File: config.mk
export PLATFORM = sky130hd
export DESIGN_NAME = alu_mul_booth_seq
export DESIGN_NICKNAME = d
export VERILOG_FILES = /design/src/rtl/alu_mul_booth_seq_pkg.sv /design/src/rtl/alu_mul_booth_seq_booth_step.sv /design/src/rtl/alu_mul_booth_seq.sv
export SDC_FILE = /design/constraint.sdc
export NUM_CORES = 1
export LEC_CHECK = 0
export BUFFER_PORTS_ARGS = -buffer_cell sky130_fd_sc_hd__buf_4
export CORE_MARGIN = 1.5
export CORE_UTILIZATION = 51
export DETAILED_ROUTE_END_ITERATION = 10
export HOLD_SLACK_MARGIN = 0.03
export PLACE_DENSITY_LB_ADDON = 0.1
export REMOVE_ABC_BUFFERS = 1
export SYNTH_ARGS = -nofsm -noshare
export SYNTH_HDL_FRONTEND = slang
export SYNTH_SLANG_ARGS = --single-unit
File: constraint.sdc
create_clock -name clock -period 3.1 [get_ports clock]
set_input_delay 0.155 -clock clock [delete_from_list [all_inputs] [get_ports clock]]
set_output_delay 0.155 -clock clock [all_outputs]
set_load 0.01 [all_outputs]
File: src/rtl/alu_mul_booth_seq_pkg.sv
// Shared definitions for the sequential radix-2 Booth multiplier:
// FSM state encodings, default operand width and the Booth recoding helper.
package alu_mul_booth_seq_pkg;

  localparam int DEFAULT_DATA_WIDTH = 32;

  // Encoding 2'd3 is unused and recovers to IDLE.
  typedef enum logic [1:0] {
    ST_IDLE = 2'd0,
    ST_RUN  = 2'd1,
    ST_DONE = 2'd2
  } mul_state_t;

  typedef enum logic [1:0] {
    OP_NONE = 2'd0,
    OP_ADD  = 2'd1,
    OP_SUB  = 2'd2
  } booth_op_t;

  // Radix-2 Booth recoding of the multiplier bit pair {Q[0], q_m1}.
  function automatic booth_op_t booth_decode(input logic q0, input logic qm1);
    case ({q0, qm1})
      2'b01:   return OP_ADD;
      2'b10:   return OP_SUB;
      default: return OP_NONE;
    endcase
  endfunction

endpackage

File: src/rtl/alu_mul_booth_seq_booth_step.sv
// One combinational radix-2 Booth step: conditional add/subtract of M into
// acc, then arithmetic right shift of {acc, Q, q_m1} by one bit.
module f_booth_step
  import alu_mul_booth_seq_pkg::*;
#(
  parameter int DATA_WIDTH = DEFAULT_DATA_WIDTH
) (
  input  logic signed [DATA_WIDTH:0]   acc,
  input  logic        [DATA_WIDTH-1:0] q,
  input  logic                         q_m1,
  input  logic signed [DATA_WIDTH:0]   m,
  output logic signed [DATA_WIDTH:0]   acc_next,
  output logic        [DATA_WIDTH-1:0] q_next,
  output logic                         q_m1_next
);

  booth_op_t                 op;
  logic signed [DATA_WIDTH:0] addend;
  logic signed [DATA_WIDTH:0] sum;
  logic                       carry_in;

  // Subtraction is ~M plus a carry-in of one; acc is N+1 bits so -M never overflows.
  always_comb begin
    op       = booth_decode(q[0], q_m1);
    addend   = '0;
    carry_in = 1'b0;
    case (op)
      OP_ADD: addend = m;
      OP_SUB: begin
        addend   = ~m;
        carry_in = 1'b1;
      end
      default: ;
    endcase
    sum       = acc + addend + {{DATA_WIDTH{1'b0}}, carry_in};
    acc_next  = {sum[DATA_WIDTH], sum[DATA_WIDTH:1]};
    q_next    = {sum[0], q[DATA_WIDTH-1:1]};
    q_m1_next = q[0];
  end

endmodule

File: src/rtl/alu_mul_booth_seq.sv
// Iterative signed multiplier, one radix-2 Booth step per clock.
// start/busy/done handshake; Z holds the 2N-bit product until the next completion.
module alu_mul_booth_seq
  import alu_mul_booth_seq_pkg::*;
#(
  parameter int DATA_WIDTH = DEFAULT_DATA_WIDTH
) (
  input  logic                      clock,
  input  logic                      clear,
  input  logic                      start,
  input  logic [DATA_WIDTH-1:0]     A,
  input  logic [DATA_WIDTH-1:0]     B,
  output logic                      busy,
  output logic                      done,
  output logic [2*DATA_WIDTH-1:0]   Z
);

  localparam int            CW   = $clog2(DATA_WIDTH) + 1;
  localparam logic [CW-1:0] LAST = CW'(DATA_WIDTH - 1);

  mul_state_t state, state_next;
  logic       load, finish;

  logic [CW-1:0]              count;
  logic signed [DATA_WIDTH:0] m_reg, acc_reg, acc_step;
  logic [DATA_WIDTH-1:0]      q_reg, q_step;
  logic                       q_m1_reg, q_m1_step;

  f_booth_step #(.DATA_WIDTH(DATA_WIDTH)) u_step (
    .acc       (acc_reg),
    .q         (q_reg),
    .q_m1      (q_m1_reg),
    .m         (m_reg),
    .acc_next  (acc_step),
    .q_next    (q_step),
    .q_m1_next (q_m1_step)
  );

  // State register; clear wins over everything, abandoning any run in flight.
  always_ff @(posedge clock) begin
    if (!clear) state <= ST_IDLE;
    else        state <= state_next;
  end

  // Next state plus the load/finish strobes; start is only heard in IDLE or DONE.
  always_comb begin
    state_next = state;
    load       = 1'b0;
    finish     = 1'b0;
    case (state)
      ST_IDLE: begin
        if (start) begin
          state_next = ST_RUN;
          load       = 1'b1;
        end
      end
      ST_RUN: begin
        if (count == LAST) begin
          state_next = ST_DONE;
          finish     = 1'b1;
        end
      end
      ST_DONE: begin
        if (start) begin
          state_next = ST_RUN;
          load       = 1'b1;
        end else begin
          state_next = ST_IDLE;
        end
      end
      default: state_next = ST_IDLE;
    endcase
  end

  assign busy = (state == ST_RUN);
  assign done = (state == ST_DONE);

  // Step counter and result register; Z only moves on DONE entry or clear.
  always_ff @(posedge clock) begin
    if (!clear) begin
      count <= '0;
      Z     <= '0;
    end else begin
      if (load)                 count <= '0;
      else if (state == ST_RUN) count <= count + 1'b1;
      if (finish) Z <= {acc_step[DATA_WIDTH-1:0], q_step};
    end
  end

  // Working registers: loaded on an accepted start, advanced once per RUN cycle.
  always_ff @(posedge clock) begin
    if (load) begin
      m_reg    <= {A[DATA_WIDTH-1], A};
      acc_reg  <= '0;
      q_reg    <= B;
      q_m1_reg <= 1'b0;
    end else if (state == ST_RUN) begin
      acc_reg  <= acc_step;
      q_reg    <= q_step;
      q_m1_reg <= q_m1_step;
    end
  end

endmodule

==> impl_results.md <==
- Sequential area share after synthesis: 0.491
- Worst-Margin Slew: 0.741 ns
- GR met1 Demand/Resource: 0.354
- Max reg flops: 64
- Clock latency on the worst-skew pair: 0.44 ns
- Starting Density: 0.520
- Port buffer count: 132
- Largest net degree at the start of global routing: 57
- Worst vdd ir: 488 uV
- Async SR Flop Fraction: 0
- GRT overflow: 0
- First-pass GRT wire length: 36.3 mm
- Initial DRC count: 415
- Fillers: 1189
- FF-to-FF End: Z[61]
- Unique masters post-synth: 65
- TritonCTS clock tree: built
- Clock group share of total power: 0.314
- Pleak: 0.00477 uW
- Antenna diode count: 0
- HPWL Detailed: 14.7 mm
- Longest Clk Path Bufs: 2
- Critical path required time: 3.46 ns
- Sequential cell area: 0.00402 mm^2
- Worst hold slack: 0.126 ns
- Drt first pass iters: 5
- #FFs+latches synth: 169
- Max H-tree Level: 4
- Area leader, netlist: dfxtp_1
- Logic pwr share: 0.318
- Yosys top cell area share: 0.256
- WL per Instance: 16.4 um
- Number of sinks on the clock net: 169
- CTS Buf Count: 17
- Cell Area, Synth: 0.00820 mm^2
- Switch share: 0.326
- Top reg by flops: Z
- Largest fanout on the critical path: 5
- Worst path cell trace: nand2b_4 > buf_6 > buf_4 > o21ai_1 > ha_1 > nand3_2 > nor4_4 > o21ai_2 > a2111oi_4 > nor2_2 > or4_1 > a31oi_1
- Syn_area_per_cell: 8.81 um^2
- # DRC: 0
- Crit Reg-Reg Startpoint: q_reg[0]
- Critical Path AT: 3.41 ns
- GRT Max-Usage Layer: met2
- Worst stage delay on the critical path: 0.49 ns
- Hold path depth: 3
- Int Pwr: 5000 uW
- Die X: 130 um
- Power Dens Cells: 644 mW/mm^2
- Via count: 7633
- P_sw: 2430 uW
- Hold EP: Z[48]
- Maximum clock rate: 328 MHz
- Final Skew: 0.0129 ns
- Final setup violating endpoints: 0
- Avg Vias per Cell: 5.45
- Final net count: 1272
- Clk slew on worst S/H paths: 0.07 ns
- # rows: 46
- DRT antenna net count: 0
- YS warnings: 0
- Share of cells above drive strength 1: 0.261
- Commonest non-fill, non-tap cell in the layout: nand2_1
- Vert. Die Dim: 130 um
- Crit path max-delay cell type: edfxtp_1
- Die Area: 0.0168 mm^2
- Design area: 0.0115 mm^2
- RePlAce Congestion: 0.932
- I/O Pins: 133
- CTS Root Cell: clkbuf_16
- Most frequent cells in the layout: nand2_1 (268), buf_4 (201), dfxtp_1 (105), a21oi_1 (74)
- Hold Fails Final Rpt: 0
- RSZ-0062 raised after global routing: yes
- Multi-input gate area in the final layout: 0.00423 mm^2
- Layout area overhead: 40.7%
- R2r worst-path depth: 12
- Sequential power share: 0.368
- Status: finished clean
- Critical Setup Path Class: reg2reg
- Placed inst area: 0.00982 mm^2
- Mapped Cells: 931
- Max Slew Vio Count: 0
- Critical path startpoint category: flip-flop
- Number of global-route vias before repair: 7485
- Final worst-path cycle share: 0.985
- Dominant synthesized flop cell: dfxtp_1
- Tmin final: 3.05 ns
- GRT met3 Usage: 0.0640
- Max_cap viols: 0
- Core area: 0.0158 mm^2
- Normalized max-slew margin: 0.506
- Total routed wirelength: 22.9 mm
- Synth area leaders: dfxtp_1 (26%), edfxtp_1 (23%), nand2_1 (12%)
- Grt met2 use: 0.461
- Worst reg2reg setup slack: 0.05 ns
- Min-delay src: clear
- Gr usage total: 0.276
- Worst setup EP type: flip-flop
- Initial antenna violation count: 0
- Hold crit path type: in2reg
- Post-synth EDFFs: 64
-- what timing repair did --
action / 4_1_cts / 5_1_grt
gates resized for setup: 10 / 81
buffers inserted: 5 / 8
setup endpoints to repair: 18 / 41
pin swaps: 11 / 21
hold buffers: 64 / 0
hold endpoints to repair: 64 / 0
-- power groups by stage --
stage | Combinational [uW] | Sequential, uW | Clock, uW
after floorplan | 1260 | 2730 | 0
after global placement | 1960 | 2760 | 0
after detailed placement | 1990 | 2770 | 0
after CTS | 2120 | 2720 | 2350
after global routing | 2580 | 2760 | 2440
final | 2370 | 2730 | 2330
-- worst max-delay path by stage --
stage	startpoint	end	slack [ns]
2_1_floorplan	state[1]	Z[63]	-2.93
3_3_place_gp	q_reg[0]	Z[61]	-0.12
3_5_place_dp	q_reg[0]	Z[61]	-0.21
4_1_cts	q_reg[0]	acc_reg[26]	0.0007
5_1_grt	q_reg[0]	Z[61]	-0.11
6_report	q_reg[0]	Z[61]	0.05
-- per-stage QoR --
| step | total power, uW | worst slack (ns) | std cells | setup TNS [ns] | utilization |
|---|---|---|---|---|---|
| 2_1_floorplan | 3990 | -2.93 | 876 | -265.74 | - |
| 3_3_place_gp | 4720 | -0.124 | 1292 | -0.124 | 0.622 |
| 3_5_place_dp | 4750 | -0.209 | 1292 | -0.620 | 0.622 |
| 6_report | 7430 | 0.0466 | 1400 | 0 | 0.731 |
| 4_1_cts | 7200 | 0.000745 | 1393 | 0 | 0.710 |
| 5_1_grt | 7780 | -0.115 | 1400 | -0.657 | 0.731 |
-- worst max-delay path: cells and delay by family (launching register included) --
kind / cells / cell delay [ns]
and+or+nand+nor: 5 / 1.13
adders and majority gates: 1 / 0.38
buffers and inverters: 2 / 0.25
AOI/OAI and AO/OA: 4 / 0.72
DFF: 1 / 0.49
-- metal layers --
layer	wire length, um	up-vias
met4	354	0
met2	11000	264
met1	10100	3582
met3	1480	31
met5	0	-
li1	-	3756
-- cell usage after synthesis (4+ instances only) --
library cell  instances
nand2_1             273
dfxtp_1             105
a21oi_1              85
edfxtp_1             64
o21ai_0              57
clkbuf_1             48
nor2_1               34
ha_1                 32
a22o_1               19
nand3_1              19
nand4_1              16
xnor2_1              13
xor2_1               11
a21o_1                9
inv_1                 9
o211ai_1              9
nor3_1                7
o21a_1                7
a211oi_1              6
a31oi_1               6
buf_1                 6
nand2b_1              6
o21bai_1              6
o31ai_1               6
a21boi_0              5
and2_1                5
nor2b_1               5
o2bb2ai_1             5
or3_1                 4
-- area by class of cell --
cell class,instances,share of cell area
sequential,169,0.349
multi-input combinational,696,0.367
tap,216,0.0234
clock inverter,15,0.0195
inverter,11,0.00358
timing repair buffer,276,0.201
clock buffer,17,0.0369
-- logic make-up after synthesis --
family | count (synthesis) | share of synthesized area
simple gates | 392 | 0.207
compound gates | 244 | 0.190
flops | 169 | 0.491
buf+inv | 66 | 0.0304
fa+ha+maj | 34 | 0.0537
xor+xnor | 24 | 0.0256
mux | 2 | 0.00244
Power figures use the tool's default switching activity.
